File: src/rtl/dmem_bus_ctrl.sv
// Data-memory access controller: turns a single-cycle datapath load/store into a valid/ready bus access and stalls the CPU until it completes.
// Optional feature: define MISALIGN_TRAP_EN to report misaligned half/word accesses as errors without touching the bus.
module dmem_bus_ctrl #(
    parameter int TIMEOUT_CYCLES = 16,
    parameter int ADDR_W         = 32
) (
    input  logic              clk,
    input  logic              reset,
    input  logic              cpu_re,
    input  logic              cpu_we,
    input  logic [1:0]        cpu_size,
    input  logic [ADDR_W-1:0] cpu_addr,
    input  logic [31:0]       cpu_wdata,
    output logic [31:0]       cpu_rdata,
    output logic              cpu_stall,
    output logic              cpu_err,
    output logic              bus_valid,
    input  logic              bus_ready,
    output logic              bus_we,
    output logic [ADDR_W-1:0] bus_addr,
    output logic [31:0]       bus_wdata,
    output logic [3:0]        bus_wstrb,
    input  logic [31:0]       bus_rdata
);

    localparam int CNT_W = $clog2(TIMEOUT_CYCLES + 1);
    localparam logic [CNT_W-1:0] CNT_LAST = CNT_W'(TIMEOUT_CYCLES - 1);

    typedef enum logic [1:0] {
        IDLE,
        REQ,
        RESP
    } state_t;

    state_t             state, state_next;
    logic               valid_next, we_next, err_next;
    logic [ADDR_W-1:0]  addr_next;
    logic [31:0]        wdata_next, rdata_next;
    logic [3:0]         wstrb_next;
    logic [CNT_W-1:0]   cnt, cnt_next;
    logic               trap;

    // Lanes past byte 3 are dropped, so unaligned halves/words are truncated.
    function automatic logic [3:0] lane_strobe(input logic [1:0] size, input logic [1:0] off);
        logic [3:0] mask;
        case (size)
            2'b00:   mask = 4'b0001;
            2'b01:   mask = 4'b0011;
            default: mask = 4'b1111;
        endcase
        return mask << off;
    endfunction

    function automatic logic [31:0] lane_wdata(input logic [31:0] data, input logic [1:0] off);
        return data << {off, 3'b000};
    endfunction

`ifdef MISALIGN_TRAP_EN
    function automatic logic misaligned(input logic [1:0] size, input logic [1:0] off);
        return ((size == 2'b01) && off[0]) || (size[1] && (off != 2'b00));
    endfunction

    assign trap = misaligned(cpu_size, cpu_addr[1:0]);
`else
    assign trap = 1'b0;
`endif

    always_comb begin
        state_next = state;
        valid_next = bus_valid;
        we_next    = bus_we;
        addr_next  = bus_addr;
        wdata_next = bus_wdata;
        wstrb_next = bus_wstrb;
        rdata_next = cpu_rdata;
        err_next   = cpu_err;
        cnt_next   = cnt;
        cpu_stall  = 1'b0;

        case (state)
            IDLE: begin
                if (cpu_re || cpu_we) begin
                    cpu_stall = 1'b1;
                    if (trap) begin
                        state_next = RESP;
                        err_next   = 1'b1;
                        rdata_next = '0;
                    end else begin
                        state_next = REQ;
                        valid_next = 1'b1;
                        we_next    = cpu_we;
                        addr_next  = {cpu_addr[ADDR_W-1:2], 2'b00};
                        wdata_next = cpu_we ? lane_wdata(cpu_wdata, cpu_addr[1:0]) : '0;
                        wstrb_next = cpu_we ? lane_strobe(cpu_size, cpu_addr[1:0]) : 4'b0000;
                        err_next   = 1'b0;
                        cnt_next   = '0;
                    end
                end
            end

            REQ: begin
                cpu_stall = 1'b1;
                cnt_next  = cnt + 1'b1;
                if (bus_valid && bus_ready) begin
                    state_next = RESP;
                    valid_next = 1'b0;
                    rdata_next = bus_we ? 32'h0 : bus_rdata;
                    err_next   = 1'b0;
                end else if (cnt == CNT_LAST) begin
                    state_next = RESP;
                    valid_next = 1'b0;
                    rdata_next = '0;
                    err_next   = 1'b1;
                end
            end

            RESP: begin
                // The CPU commits this cycle; returning to IDLE unconditionally keeps a held request from re-issuing.
                state_next = IDLE;
                err_next   = 1'b0;
            end

            default: begin
                state_next = IDLE;
                valid_next = 1'b0;
            end
        endcase

        if (!reset) begin
            cpu_stall = 1'b0;
        end
    end

    always_ff @(posedge clk) begin
        if (!reset) begin
            state     <= IDLE;
            bus_valid <= 1'b0;
            bus_we    <= 1'b0;
            bus_addr  <= '0;
            bus_wdata <= '0;
            bus_wstrb <= 4'b0000;
            cpu_rdata <= '0;
            cpu_err   <= 1'b0;
            cnt       <= '0;
        end else begin
            state     <= state_next;
            bus_valid <= valid_next;
            bus_we    <= we_next;
            bus_addr  <= addr_next;
            bus_wdata <= wdata_next;
            bus_wstrb <= wstrb_next;
            cpu_rdata <= rdata_next;
            cpu_err   <= err_next;
            cnt       <= cnt_next;
        end
    end

endmodule
File: config.mk
export PLATFORM = sky130hd
export DESIGN_NAME = dmem_bus_ctrl
export DESIGN_NICKNAME = d
export VERILOG_FILES = /design/src/rtl/dmem_bus_ctrl.sv
export SDC_FILE = /design/constraint.sdc
export NUM_CORES = 1
export LEC_CHECK = 0
export ABC_AREA = 1
export BUFFER_PORTS_ARGS = -buffer_cell sky130_fd_sc_hd__clkbuf_2
export CELL_PAD_IN_SITES_DETAIL_PLACEMENT = 0
export CELL_PAD_IN_SITES_GLOBAL_PLACEMENT = 2
export CORE_ASPECT_RATIO = 1.4
export CORE_UTILIZATION = 26
export CTS_CLUSTER_SIZE = 25
export DETAILED_ROUTE_END_ITERATION = 10
export PLACE_DENSITY_LB_ADDON = 0.1
export SYNTH_ARGS = -nofsm -noshare
export SYNTH_HDL_FRONTEND = slang
export SYNTH_SLANG_ARGS = --single-unit
File: constraint.sdc
create_clock -name clk -period 3.7 [get_ports clk]
set_clock_uncertainty 0.15 [all_clocks]
set_input_delay 0.37 -clock clk [delete_from_list [all_inputs] [get_ports clk]]
set_output_delay 0.37 -clock clk [all_outputs]
set_load 0.01 [all_outputs]
; ---- Word level (Yosys, flattened, before mapping)
; Index checks and enable logic that the tools add are counted.
; W data, S select, Z words.
[word_totals]
register_bits = 108
word_cells = 57
[op_classes]
muxes = 25
reduce_logical = 13
n_shift = 2
n_bitwise = 1
n_addsub = 1
n_eq_ne = 6
[ops]
columns = operator, n
row1 = $mux W32, 4
row2 = $shl A32 B5 Y32, 1
row3 = $mux W4, 3
row4 = $pmux W5 S2, 1
row5 = $mux W1, 8
row6 = $pmux W4 S2, 1
row7 = $reduce_and A2 Y1, 4
row8 = $mux W2, 3
row9 = $pmux W1 S3, 2
row10 = $reduce_and A3 Y1, 2
row11 = $add A5 B1 Y5 const B, 1
row12 = $eq A5 B4 Y1 const B, 1
row13 = $mux W5, 1
row14 = $eq A2 B1 Y1 const B, 2
row15 = $logic_not A2 Y1, 2
row16 = $pmux W2 S2, 1
row17 = $reduce_bool A2 Y1, 2
row18 = $shl A4 B2 Y4, 1
row19 = $ne A3 B3 Y1 const B, 1
row20 = $reduce_bool A3 Y1, 1
row21 = $eq A2 B2 Y1 const B, 1
row22 = $ne A2 B2 Y1 const B, 1
row23 = $pmux W1 S2, 1
row24 = $logic_and A1 B1 Y1, 1
row25 = other kinds (2), 2

; ---- Longest topological paths before layout
[logic_depth]
ltp_word = 6
mapped_depth = 10
depth_no_buf = 9

; ---- Worst setup path after synthesis
; No wires, ideal clock.
[synth_path]
path_type = reg2reg
from = reg cnt[0]
to = reg cpu_rdata[0]
period_less_slack_ns = 1.593
required_ns = 3.481
setup_time_ns = 0.069
arrival_ns = 1.374
path_buffers = 1
stages_incl_launch_ff = 11
path_slack_ns = 2.107
cell_sequence = dfxtp_1 -> ha_1 -> nand2_1 -> nor2_1 -> ha_1 -> inv_1 -> nand2_1 -> nand2_2 -> buf_2 -> nand3_1 -> o21ai_1
[synth_via]
elab_chain_cells = 3
[synth_rtl]
columns = item, line
row1 = from (decl), 40  ; logic [CNT_W-1:0] cnt, cnt_next;
row2 = from (signal assigned), 154  ; cnt <= cnt_next;
row3 = $eq A5 B4 Y1, 109  ; end else if (cnt == CNT_LAST) begin
row4 = $reduce_bool A2 Y1 (no line), -
row5 = $reduce_and A2 Y1 (no line), -
row6 = to (signal assigned), 152  ; cpu_rdata <= rdata_next;
row7 = to (decl), 14  ; output logic [31:0] cpu_rdata,
; No other way between the ends.
; A chain may end at the register's enable or synchronous reset.

; ---- Final worst setup path
[layout_path]
from = reg state[0]
to = out cpu_stall
[layout_via]
elab_chain_cells = 3
word_cells_on_any_way = 4
classes_between = eq/ne: 1 / mux: 2 / reduce/logical: 1
[layout_rtl]
columns = item, line
row1 = from (decl), 35  ; state_t state, state_next;
row2 = from (signal assigned), 146  ; state <= state_next;
row3 = $eq A2 B1 Y1 / $logic_not A2 Y1 (equally long branches), 80  ; case (state)
row4 = $pmux W1 S2 (*), 80
row5 = $mux W1 (*), 129  ; if (!reset) begin
row6 = to (decl), 15  ; output logic cpu_stall,
; Every way passes the cells marked *; elsewhere a longest branch is shown, timed or not.

==> metrics <==
status finished clean; Int Power 1.85 mW; crit path max fanout 70; Core Util, Final 0.344; layout cells sized above 1 0.295; die height 159 µm; ant diodes 0; highest clock rate 0.403 GHz; Seq/Total Area, Yosys 0.474; Post-Syn Area 4570 µm²; Final Net Count 920; Distinct cells, synth 28; max-slew violation count 0; largest area contributor in the netlist dfxtp_1; Slowest Stage Delay on Critical Path 0.55 ns; H-Tree Level Count 3; Net Sw Frac 0.293; Die W 114 µm; routing usage on met2 0.298; largest net degree at the start of global routing 71; mux share of post-synthesis cell area 0; Max-slew headroom 0.493; slowest CP cell nand2_4; adder-cell share of the synthesized area 0.00548; Area Overhead vs Synth 30.2%; drt pass-1 iters 4; num rows 57; routed len/inst 14.0 µm; mean post-synth cell area 7.16 µm²; Post-CTS Resized 0; global routing usage on met3 0.0309; fin crit share 0.671; vias in the first global route 4548; maxcap violations 0; gp weighted congestion 0.749; worst min path class input pin to register; worst slew pin tran 0.759 ns; clk slew on worst S/H paths 0.08 ns; drc violations 0; CTS tree built; Reg power frac 0.480; hold-fix buffers at CTS 0; I/O Pins 207; xor and xnor area share after synthesis 0; Final Hold Viols 0; Worst Path Buf+Inv 2; post-layout min period 2.48 ns; total track usage 0.166; Crit path max-delay family simple AND/OR/NAND/NOR gates; DRT iter0 DRCs 261; first-pass GRT wire length 23.8 mm; # port buffers 204; Vias/cell 4.41; Antenna Nets Post-Route 0; Num CTS Buffers 9; post-CTS repair timing setup buffer count 0; grt peak-use layer met2; Worst-Skew Late Latency 0.34 ns; Clock power frac 0.362; Final setup viols 0; WP data required 3.18 ns; Synth Register Bits 108; Synth Area in Simple Gates 0.315; sw power 0.768 mW; Clock Tree Root clkbuf_16; HPWL after detailed placement 10.5 mm; RSZ-0062 raised after global routing false; worst path cell trace nor2_4 > nand2_4 > inv_2 > nor2_2 > nor2_1 > clkbuf_2; CTS Buffer Depth 2; GR Overflow Total 0; Synth Instances 638; crit path DAT 1.96 ns; DR vias 4660; Yosys warnings 0; crit end category output port; clock sink count 108; combinational share of power 0.158; DRT Wirelength 14.8 mm; largest family of logic cells by synthesized area simple AND/OR/NAND/NOR gates; met1 usage 0.199; CORE AREA 17300 µm²; Cell Pwr Density 441 nW/µm²; Final TNS setup 0 ns; Crit Path Category register to output port; largest cells by area after synthesis dfxtp_1 (47%), nand2_1 (13%), nor2_1 (7.8%), nand3_1 (7.0%), o21ai_0 (5.3%); Initial Utilization 0.265; Lkg Pwr 2.84 nW; compound-gate portion of the synthesized area 0.120; critical path launch point type register; peak supply drop 173 µV; die area 18100 µm²; area share of the largest cell type after synthesis 0.474; initial antenna violation count 0
-- per-layer routing --
metal | vias up | routed length, µm
li1 | 2398 | -
met1 | 2104 | 6290
met2 | 151 | 7560
met3 | 7 | 815
met4 | 0 | 129
met5 | - | 0
-- layout by cell type, fill, tap and decap left out, types with 2 or more instances in the layout --
cell        instances
buf_4               4
ha_1                2
a21oi_1            30
inv_6               2
nor2_1             95
nand4_1             4
nor2_4              3
nand2_1           163
nand3_1            64
dfxtp_1           108
inv_1              29
o21ai_0            48
conb_1              2
nor3_1              2
inv_2               4
clkbuf_16           9
clkbuf_2          204
clkinvlp_4          2
nor2_2              3
nand2_2             3
o21ai_1            30
-- worst min-delay path, stage by stage --
cell	delay, ns
clkbuf_2	0.08
nand2_1	0.05
o21ai_1	0.06
-- per-stage QoR --
| stage | hold WS [ns] | setup slack, ns | power, mW | instances | instance area [µm²] |
|---|---|---|---|---|---|
| 3_5_place_dp | 0.311 | 1.37 | 1.71 | 1040 | 5660 |
| 4_1_cts | 0.0914 | 1.16 | 2.67 | 1056 | 5940 |
| 6_report | 0.110 | 1.22 | 2.62 | 1056 | 5940 |
| 5_1_grt | 0.0950 | 1.01 | 2.77 | 1056 | 5940 |
| 3_3_place_gp | 0.302 | 1.41 | 1.70 | 1040 | 5660 |
| 2_1_floorplan | 0.289 | 2.11 | 1.54 | 639 | 4570 |
-- path summary, 6_finish.rpt --
check	from	endpoint	slack, ns	depth (start not counted)
max	state[0]$_SDFFE_PN0P_	cpu_stall	1.22	6
min	bus_rdata[19]	cpu_rdata[19]$_SDFFE_PN0P_	0.11	3
max reg2reg	state[0]$_SDFFE_PN0P_	bus_valid$_SDFFE_PN0P_	1.63	6
min reg2reg	bus_wdata[4]$_SDFFE_PN0P_	bus_wdata[4]$_SDFFE_PN0P_	0.32	2
-- cells in the mapped netlist --
master	number
nor2_1	95
clkbuf_2	1
buf_2	12
o21ai_0	48
buf_6	5
nand2_4	1
nor2_2	3
or2_2	1
nand2_2	3
dfxtp_1	108
nand4_1	4
a21oi_1	30
nor2_4	3
inv_2	4
buf_1	2
clkbuf_1	12
nand2_1	163
o211ai_1	1
nor3_1	2
inv_4	1
nand3_1	64
buf_4	11
nand3_2	1
o21ai_1	30
inv_1	29
nand3_4	1
conb_1	1
ha_1	2
-- registers in the layout, indices dropped and copies added (netlist names) --
signal	flops
cnt	5
bus_we	1
bus_wdata	32
cpu_err	1
bus_valid	1
bus_addr	30
state	2
cpu_rdata	32
bus_wstrb	4
-- layout make-up --
type | count | area (µm²)
Clock buffer | 10 | 239
Fill cell | 1992 | 11300
Clock inverter | 6 | 46.3
Inverter | 34 | 130
Timing Repair Buffer | 208 | 1050
Sequential cell | 108 | 2160
Multi-Input combinational cell | 454 | 2020
Tap cell | 236 | 295
-- logic make-up after synthesis --
| group | count (synthesis) |
|---|---|
| AOI/OAI and AO/OA | 109 |
| adders and majority gates | 2 |
| buffers and inverters | 77 |
| DFF | 108 |
| other | 1 |
| and+or+nand+nor | 341 |
-- power groups by stage --
stage / registers, mW / logic, mW / clock network [mW]
after global placement: 1.28 / 0.420 / 0
after floorplan: 1.31 / 0.230 / 0
after CTS: 1.26 / 0.422 / 0.988
after global routing: 1.27 / 0.470 / 1.03
after detailed placement: 1.29 / 0.421 / 0
final: 1.26 / 0.412 / 0.949
Note: power is estimated with default switching activity, not from simulation.
